`config.mk`:
```
export PLATFORM = sky130hd
export DESIGN_NAME = key_scan
export DESIGN_NICKNAME = d
export VERILOG_FILES = /design/src/rtl/key_scan_pkg.sv /design/src/rtl/key_channel.sv /design/src/rtl/key_scan.sv
export SDC_FILE = /design/constraint.sdc
export NUM_CORES = 1
export LEC_CHECK = 0
export ABC_CLOCK_PERIOD_IN_PS = 4000
export CORE_MARGIN = 1
export CORE_UTILIZATION = 66
export CTS_BUF_LIST = sky130_fd_sc_hd__clkbuf_16
export CTS_CLUSTER_SIZE = 12
export DETAILED_ROUTE_END_ITERATION = 7
export PLACE_DENSITY = 0.86
export SETUP_SLACK_MARGIN = 0.5
export SLEW_MARGIN = 30
export SYNTH_ARGS = -nofsm -noshare
export SYNTH_HDL_FRONTEND = slang
export SYNTH_HIERARCHICAL = 1
export SYNTH_SLANG_ARGS = --single-unit
```
`constraint.sdc`:
```
create_clock -name clk_50m -period 4 [get_ports clk_50m]
set_clock_uncertainty 0.2 [all_clocks]
set_input_delay 0.8 -clock clk_50m [delete_from_list [all_inputs] [get_ports clk_50m]]
set_output_delay 0.8 -clock clk_50m [all_outputs]
set_load 0.005 [all_outputs]
```
`src/rtl/key_scan_pkg.sv`:
```
// key_pkg: shared definitions for the push-button scanner.
// Holds the per-channel FSM state encoding, default timing parameters and
// the helper that sizes a counter for a given terminal value.
package key_pkg;

    localparam int unsigned DEF_TICK_DIV    = 32'd50_000;
    localparam int unsigned DEF_DEBOUNCE_MS = 32'd20;
    localparam int unsigned DEF_LONG_MS     = 32'd1000;

    typedef enum logic [2:0] {
        KS_IDLE      = 3'd0,
        KS_PRESS_DEB = 3'd1,
        KS_HELD      = 3'd2,
        KS_LONG_HELD = 3'd3,
        KS_REL_DEB   = 3'd4
    } key_fsm_e;

    // Bits needed to hold every value 0..terminal (at least one bit).
    function automatic int unsigned cnt_width(input int unsigned terminal);
        int unsigned w;
        w = $clog2(terminal + 32'd1);
        if (w < 32'd1) begin
            w = 32'd1;
        end
        return w;
    endfunction

endpackage

```
`src/rtl/key_channel.sv`:
```
// key_channel: one push-button channel.
// Synchronises the raw active-low button, debounces press and release on the
// shared 1 ms tick, tracks hold time and emits one-cycle press, release and
// long-press pulses alongside the registered debounced level.
module key_channel
    import key_pkg::*;
#(
    parameter int unsigned DEBOUNCE_MS = DEF_DEBOUNCE_MS,
    parameter int unsigned LONG_MS     = DEF_LONG_MS
) (
    input  logic clk_50m,
    input  logic reset_n,
    input  logic tick,
    input  logic key_n,
    output logic key_state,
    output logic key_press,
    output logic key_release,
    output logic key_long
);

    localparam int unsigned DEB_W  = cnt_width(DEBOUNCE_MS);
    localparam int unsigned HOLD_W = cnt_width(LONG_MS);
    // Counter value seen on the tick that brings it to its terminal value.
    localparam logic [DEB_W-1:0]  DEB_LAST  = DEB_W'(DEBOUNCE_MS - 32'd1);
    localparam logic [HOLD_W-1:0] HOLD_LAST = HOLD_W'(LONG_MS - 32'd1);

    logic              sync1_r;
    logic              sync2_r;
    logic              raw_s;
    key_fsm_e          fsm_r;
    logic [DEB_W-1:0]  deb_cnt_r;
    logic [HOLD_W-1:0] hold_cnt_r;
    logic              long_flag_r;
    logic              key_state_r;
    logic              key_press_r;
    logic              key_release_r;
    logic              key_long_r;

    // Two-flop synchroniser; idles high (released) out of reset.
    always_ff @(posedge clk_50m or negedge reset_n) begin
        if (!reset_n) begin
            sync1_r <= 1'b1;
            sync2_r <= 1'b1;
        end else begin
            sync1_r <= key_n;
            sync2_r <= sync1_r;
        end
    end

    assign raw_s = sync2_r;

    // Debounce / hold FSM with registered level and event pulses.
    always_ff @(posedge clk_50m or negedge reset_n) begin
        if (!reset_n) begin
            fsm_r         <= KS_IDLE;
            deb_cnt_r     <= '0;
            hold_cnt_r    <= '0;
            long_flag_r   <= 1'b0;
            key_state_r   <= 1'b0;
            key_press_r   <= 1'b0;
            key_release_r <= 1'b0;
            key_long_r    <= 1'b0;
        end else begin
            key_press_r   <= 1'b0;
            key_release_r <= 1'b0;
            key_long_r    <= 1'b0;
            case (fsm_r)
                KS_IDLE: begin
                    if (!raw_s) begin
                        fsm_r     <= KS_PRESS_DEB;
                        deb_cnt_r <= '0;
                    end
                end
                KS_PRESS_DEB: begin
                    if (raw_s) begin
                        fsm_r <= KS_IDLE;
                    end else if (tick) begin
                        deb_cnt_r <= deb_cnt_r + DEB_W'(1);
                        if (deb_cnt_r == DEB_LAST) begin
                            fsm_r       <= KS_HELD;
                            key_press_r <= 1'b1;
                            key_state_r <= 1'b1;
                            hold_cnt_r  <= '0;
                            long_flag_r <= 1'b0;
                        end
                    end
                end
                KS_HELD: begin
                    // A release attempt takes priority over hold counting.
                    if (raw_s) begin
                        fsm_r     <= KS_REL_DEB;
                        deb_cnt_r <= '0;
                    end else if (tick) begin
                        hold_cnt_r <= hold_cnt_r + HOLD_W'(1);
                        if (hold_cnt_r == HOLD_LAST) begin
                            fsm_r       <= KS_LONG_HELD;
                            key_long_r  <= 1'b1;
                            long_flag_r <= 1'b1;
                        end
                    end
                end
                KS_LONG_HELD: begin
                    if (raw_s) begin
                        fsm_r     <= KS_REL_DEB;
                        deb_cnt_r <= '0;
                    end
                end
                KS_REL_DEB: begin
                    // A bounce returns to the hold state without any event,
                    // so a long press already reported is not repeated.
                    if (!raw_s) begin
                        fsm_r <= long_flag_r ? KS_LONG_HELD : KS_HELD;
                    end else if (tick) begin
                        deb_cnt_r <= deb_cnt_r + DEB_W'(1);
                        if (deb_cnt_r == DEB_LAST) begin
                            fsm_r         <= KS_IDLE;
                            key_release_r <= 1'b1;
                            key_state_r   <= 1'b0;
                        end
                    end
                end
                default: begin
                    fsm_r       <= KS_IDLE;
                    deb_cnt_r   <= '0;
                    hold_cnt_r  <= '0;
                    long_flag_r <= 1'b0;
                    key_state_r <= 1'b0;
                end
            endcase
        end
    end

    assign key_state   = key_state_r;
    assign key_press   = key_press_r;
    assign key_release = key_release_r;
    assign key_long    = key_long_r;

endmodule

```
`src/rtl/key_scan.sv`:
```
// key_scan: multi-key push-button scanner.
// A single prescaler derives the 1 ms tick from clk_50m; each key gets an
// independent key_channel that debounces it and reports press, release and
// long-press events.
module key_scan
    import key_pkg::*;
#(
    parameter int unsigned NUM_KEYS    = 32'd4,
    parameter int unsigned TICK_DIV    = DEF_TICK_DIV,
    parameter int unsigned DEBOUNCE_MS = DEF_DEBOUNCE_MS,
    parameter int unsigned LONG_MS     = DEF_LONG_MS
) (
    input  logic                clk_50m,
    input  logic                reset_n,
    input  logic [NUM_KEYS-1:0] key_n,
    output logic [NUM_KEYS-1:0] key_state,
    output logic [NUM_KEYS-1:0] key_press,
    output logic [NUM_KEYS-1:0] key_release,
    output logic [NUM_KEYS-1:0] key_long
);

    localparam int unsigned     PRE_W    = cnt_width(TICK_DIV - 32'd1);
    localparam logic [PRE_W-1:0] PRE_LAST = PRE_W'(TICK_DIV - 32'd1);

    logic [PRE_W-1:0] pre_cnt_r;
    logic             tick_s;

    // Free-running 0..TICK_DIV-1 prescaler shared by all channels.
    always_ff @(posedge clk_50m or negedge reset_n) begin
        if (!reset_n) begin
            pre_cnt_r <= '0;
        end else if (pre_cnt_r == PRE_LAST) begin
            pre_cnt_r <= '0;
        end else begin
            pre_cnt_r <= pre_cnt_r + PRE_W'(1);
        end
    end

    assign tick_s = (pre_cnt_r == PRE_LAST);

    for (genvar g = 0; g < NUM_KEYS; g++) begin : g_chan
        key_channel #(
            .DEBOUNCE_MS (DEBOUNCE_MS),
            .LONG_MS     (LONG_MS)
        ) u_chan (
            .clk_50m     (clk_50m),
            .reset_n     (reset_n),
            .tick        (tick_s),
            .key_n       (key_n[g]),
            .key_state   (key_state[g]),
            .key_press   (key_press[g]),
            .key_release (key_release[g]),
            .key_long    (key_long[g])
        );
    end

endmodule

```
== Word-level counts from Yosys, hierarchy flattened ==
Cells that the tools add are included.

* Output and inout port bits: 16
* Logic and storage cells: 380
* Bits of input ports: 6
* Register bits after elaboration: 116

* Eq/ne operators: 97
* Reductions and logical operators: 36
* Add/subtract/negate cells: 9
* Mux-type cells: 189
* Bitwise gates (word level): 8

{| class="wikitable"
|+ Operators by type and width
! operator !! number
|-
| 2-to-1 mux 10 bit || 20
|-
| 2-to-1 mux 3 bit || 44
|-
| one-hot mux 10 bit (3 select lines) || 4
|-
| 2-to-1 mux 5 bit || 20
|-
| 2-to-1 mux 1 bit || 84
|-
| one-hot mux 5 bit (4 select lines) || 4
|-
| one-hot mux 3 bit (5 select lines) || 4
|-
| AND reduction 7 bit || 8
|-
| inequality test 2 x 1 -> 1 bit, second input constant || 27
|-
| inequality test 2 bit, second input constant || 21
|-
| adder 10 x 1 -> 10 bit, second input constant || 4
|-
| equality test 10 bit, second input constant || 4
|-
| AND reduction 8 bit || 4
|-
| inequality test 3 x 1 -> 1 bit, second input constant || 10
|-
| equality test 3 x 2 -> 1 bit, second input constant || 8
|-
| one-hot mux 1 bit (3 select lines) || 8
|-
| AND reduction 6 bit || 4
|-
| OR reduction 3 bit || 8
|-
| inequality test 3 x 2 -> 1 bit, second input constant || 7
|-
| inequality test 3 bit, second input constant || 7
|-
| adder 5 x 1 -> 5 bit, second input constant || 4
|-
| equality test 5 bit, second input constant || 4
|-
| adder 16 x 1 -> 16 bit, second input constant || 1
|-
| equality test 16 bit, second input constant || 1
|-
| other kinds (7) || 29
|}

== Logic depth before layout (Yosys ltp) ==
* Depth in word-level cells: 5
* Mapped depth: 10
* Gate-level depth less buffers: 7

== Hierarchy ==
Netlist, hierarchy kept.

{| class="wikitable"
|+ Modules (own cells, without submodules)
! module !! area each (um^2) !! seq. area each (um^2) !! instances !! cells an instance
|-
| key_channel (g_chan[1].u_chan ...) || 1366.3 || 628.1 || 3 || 148
|-
| key_channel (g_chan[0].u_chan) || 1357.6 || 628.1 || 1 || 144
|-
| key_scan || 764.5 || 400.4 || 1 || 67
|}

== Worst setup path after synthesis ==
No wires, ideal clock.

* Path type: register to register
* Start: reg pre_cnt_r[0]
* End: reg g_chan[0].u_chan.deb_cnt_r[3]
* Arrival: 2204 ps
* Data required time: 3676 ps
* Slack: 1472 ps
* Clock period less this slack: 2528 ps
* Cell stages (with the launch flop): 10
* Setup time: 124 ps
* Buffers on the path: 2
* Path through: dfrtp_1 ha_1 and3_1 buf_2 and4_1 buf_6 or2b_1 a221oi_2 nor4_1 a211o_1

* Longest elaborated chain between the ends: 4
* Elaborated cells on any way between the ends: 5
* Classes of those cells: 1 x eq/ne; 4 x mux

{| class="wikitable"
|+ RTL lines
! what !! RTL line !! source
|-
| start, declared || key_scan.sv:25 || <nowiki>logic [PRE_W-1:0] pre_cnt_r;</nowiki>
|-
| start signal, assigned || key_scan.sv:35 || <nowiki>pre_cnt_r <= pre_cnt_r + PRE_W'(1);</nowiki>
|-
| equality test 16 bit (*) || key_scan.sv:39 || <nowiki>assign tick_s = (pre_cnt_r == PRE_LAST);</nowiki>
|-
| net tick_s || key_scan.sv:26 || <nowiki>logic tick_s;</nowiki>
|-
| 2-to-1 mux 5 bit (*) || n/a ||
|-
| 2-to-1 mux 5 bit, on equally long branches || n/a ||
|-
| one-hot mux 5 bit (4 select lines) (*) || n/a ||
|-
| end signal, assigned || key_channel.sv:78 || <nowiki>deb_cnt_r <= deb_cnt_r + DEB_W'(1);</nowiki>
|-
| end signal, assigned || key_channel.sv:114 || <nowiki>deb_cnt_r <= deb_cnt_r + DEB_W'(1);</nowiki>
|-
| end, declared || key_channel.sv:31 || <nowiki>logic [DEB_W-1:0] deb_cnt_r;</nowiki>
|}

The timed path passes the listed nets; every way through them passes the cells marked *. The select of a mux whose other input is x is not followed.
A chain may end at the register's enable or synchronous reset.

== Worst setup path after layout ==
* Start: reg pre_cnt_r[0]
* End: reg g_chan[3].u_chan.hold_cnt_r[9]

* Longest elaborated chain between the ends: 3
* Elaborated cells on any way between the ends: 4
* Classes of those cells: 3 x eq/ne; 1 x reduce/logical

{| class="wikitable"
|+ RTL lines
! what !! RTL line !! source
|-
| equality test 16 bit (*) || key_scan.sv:39 ||
|-
| inequality test 2 bit (no line) || n/a ||
|-
| AND reduction 6 bit (no line) (*) || n/a ||
|-
| end signal, assigned || key_channel.sv:94 || <nowiki>hold_cnt_r <= hold_cnt_r + HOLD_W'(1);</nowiki>
|-
| end, declared || key_channel.sv:32 || <nowiki>logic [HOLD_W-1:0] hold_cnt_r;</nowiki>
|}

Every way passes the cells marked *; elsewhere a longest branch is shown, timed or not.

==> out/metrics.csv <==
stage,metric,value,unit
synth,Post-Syn Nets,670,
clock_tree,CTS tree,built,
synth,synthesized flop and latch total,116,
place,RD Place Congestion,0.837,
final_layout,Reg area,0.00291,mm^2
clock_tree,TritonCTS Sinks,116,
synth,share of synthesized registers carrying an async set or reset,100,%
floorplanning,area of the core,0.00920,mm^2
final_layout,layout cells sized above 1,8.59,%
detailed_routing,drt first-iter violations,292,
timing,Final Hold Viols,0,
worst_setup_path,Critical Path End Type,flip-flop,
floorplanning,initial core utilization,67.6,%
detailed_routing,Detail Route Antenna Nets,0,
detailed_routing,final wirelength,13.1,mm
synth,number of enable flip-flop cells after synthesis,0,
floorplanning,Die Area,0.00982,mm^2
final_layout,post-route cell area,0.00693,mm^2
power,worst vdd ir,358,uV
worst_setup_path,WP data required,4070,ps
timing,setup TNS,0,ps
timing,slew margin rel.,34.3,%
clock_tree,CTS Buffer Depth,2,
worst_hold_path,worst min-delay path class,in -> async,
clock_tree,Num CTS Buffers,17,
worst_setup_path,top fanout value on the critical path,30,
clock_tree,Clock Root Buffer,clkbuf_16,
global_route,first-pass GRT wire length,22.9,mm
clock_tree,Post-CTS Setup Bufs,0,
floorplanning,Top Ports,22,
place,placed cells,757,
detailed_routing,routed vias,5199,
global_route,initial antenna violation count,0,
timing,final max-slew violation count,0,
final_layout,Final nets,680,
timing,worst-margin pin slew,981,ps
detailed_routing,wire length per cell,16.7,um
global_route,largest net degree at the start of global routing,84,
synth,"Seq/Total Area, Yosys",46.8,%
final_layout,Layout fillers,618,
final_layout,n_diodes,0,
floorplanning,FP Rows,35,
detailed_routing,DRC violations left,0,
power,Leak Pwr,2.93,nW
detailed_routing,drt pass-1 iters,5,
run_status,outcome,"complete, no violations",
synth,Synth cell types,58,
synth,synthesized area,0.00622,mm^2
flow_run,max-cap viol count,0,
clock_tree,H-tree Lvls,4,
clock_tree,"CTS clk-pin slew, worst paths",50,ps
synth,average size of a mapped cell,9.50,um^2
synth,Synth Instances,655,
timing,Fmax,334,MHz
timing,RSZ-0062 raised after global routing,false,
synth,yosys warns,6,
clock_tree,CTS-repair resized insts,0,
final_layout,Final Non-Filler Cells,786,
worst_setup_path,WS Path Type,reg -> reg,
place,Final HPWL DP,8.29,mm
global_route,vias in the first global route,5036,
final_layout,multi-input combinational cell area,0.00306,mm^2
clock_tree,clock network latency to the later pin of the worst-skew pair,410,ps
timing,Hold Slack,125,ps
global_route,GRT overflow,0,
timing,fin crit share,74.9,%
timing,Final min period,3000,ps
floorplanning,width of the die,99.1,um
timing,Final setup viols,0,
final_layout,Area Overhead vs Synth,11.4,%
place,placed instance area,0.00642,mm^2
synth,"Top FF cell, synth",dfrtp_1,
global_route,Total GRT Usage,29.1,%
clock_tree,hold_buf cts,0,
worst_setup_path,startpoint class of the critical path,flip-flop,
place,IO buf count,21,
worst_setup_path,"Arr. time, crit path",3070,ps
detailed_routing,Vias/cell,6.61,
power,PwrDens,423,mW/mm^2
floorplanning,Die Y,99.1,um
-- registers in the layout (all words and copies together) (netlist names), 12 cells and up --
register                  count
g_chan.u_chan/hold_cnt_r     40
g_chan.u_chan/deb_cnt_r      20
pre_cnt_r                    16
g_chan.u_chan/fsm_r          12
-- layout by cell type (no fill, tap or decap), types with 20 or more instances in the layout --
cell type        count
a21oi_1             20
a31oi_1             20
clkdlybuf4s50_1     20
dfrtp_1            108
inv_1               22
nand2_1             53
nand3_1             32
nor2_1              62
o21ai_0             49
o41ai_1             38
-- synth_stat cells, types with 10 or more instances --
cell,number,share of area [%]
a21oi_1,20,1.6
and2_1,17,1.7
nand2_1,53,3.2
nand4_1,11,1.1
nand3_1,32,2.6
o41ai_1,38,5.3
o21ai_0,49,3.9
a31oi_1,20,2.0
clkbuf_1,12,0.72
nand2b_1,13,1.3
nor2_1,63,3.8
and3_1,15,1.5
nor3_1,10,0.80
o31ai_1,12,1.4
inv_1,21,1.3
dfrtp_1,108,43
-- where the power goes --
part	internal [mW]	switching, mW	total, mW	leakage (nW)
clock network	0.817	0.489	1.31	0.252
logic	0.123	0.171	0.294	1.12
registers	1.24	0.0895	1.33	1.56
-- kinds of logic (layout without fill, tap and decap cells) --
kind of cell,Yosys count,count (layout),share of synthesized area (%)
AOI/OAI and AO/OA,182,182,20.5
xor gates and xnor gates,16,16,2.37
adders and majority gates,9,9,1.81
buffers and inverters,53,73,4.00
DFF,116,116,46.8
muxes,2,2,0.322
and+or+nand+nor,277,277,24.1
-- routing by layer --
layer / up-vias / GRT usage [%] / share of wire [%]
met5: - / 0 / 0
li1: 2469 / - / -
met4: 0 / 12.3 / 1.4
met3: 20 / 4.82 / 3.8
met1: 2587 / 37.1 / 44
met2: 123 / 49.3 / 50
-- path summary, 6_finish.rpt --
path	start	to	slack [ps]	depth (start not counted)
setup / recovery	pre_cnt_r[0]	g_chan[3].u_chan/hold_cnt_r[9]	1000	7
hold / removal	reset_n	g_chan[2].u_chan/hold_cnt_r[5]	130	1
setup reg to reg	pre_cnt_r[0]	g_chan[3].u_chan/hold_cnt_r[9]	1000	7
hold reg to reg	g_chan[1].u_chan/sync1_r	g_chan[1].u_chan/raw_s	150	0
max in group asynchronous	reset_n	g_chan[3].u_chan/raw_s	2680	2
min in group clk_50m	g_chan[1].u_chan/sync1_r	g_chan[1].u_chan/raw_s	150	0
-- metrics by stage --
stage	total power, mW	setup slack (ps)	util, %
after floorplan	1.56	1470	-
after global placement	1.62	1240	69.9
after detailed placement	1.64	1080	69.9
after CTS	2.94	1050	75.3
after global routing	3.05	774	75.3
final	2.93	1000	75.3
-- worst max-delay path, cell delays in order (launching register included) --
cell     delay, ps
dfrtp_1        390
ha_1           200
and3_1         280
and4_1         400
buf_4          360
a31oi_1        370
o41ai_1        510
o41ai_1        140
-- final cells by class --
class | instances | share of cell area (%)
clock buffers | 17 | 6.14
clock inverters | 12 | 1.08
inverters | 21 | 1.14
multi-input cells | 486 | 44.2
flip-flops and latches | 116 | 42.0
well taps | 111 | 2.00
repair buffers | 23 | 3.40
Power figures use the tool's default switching activity.
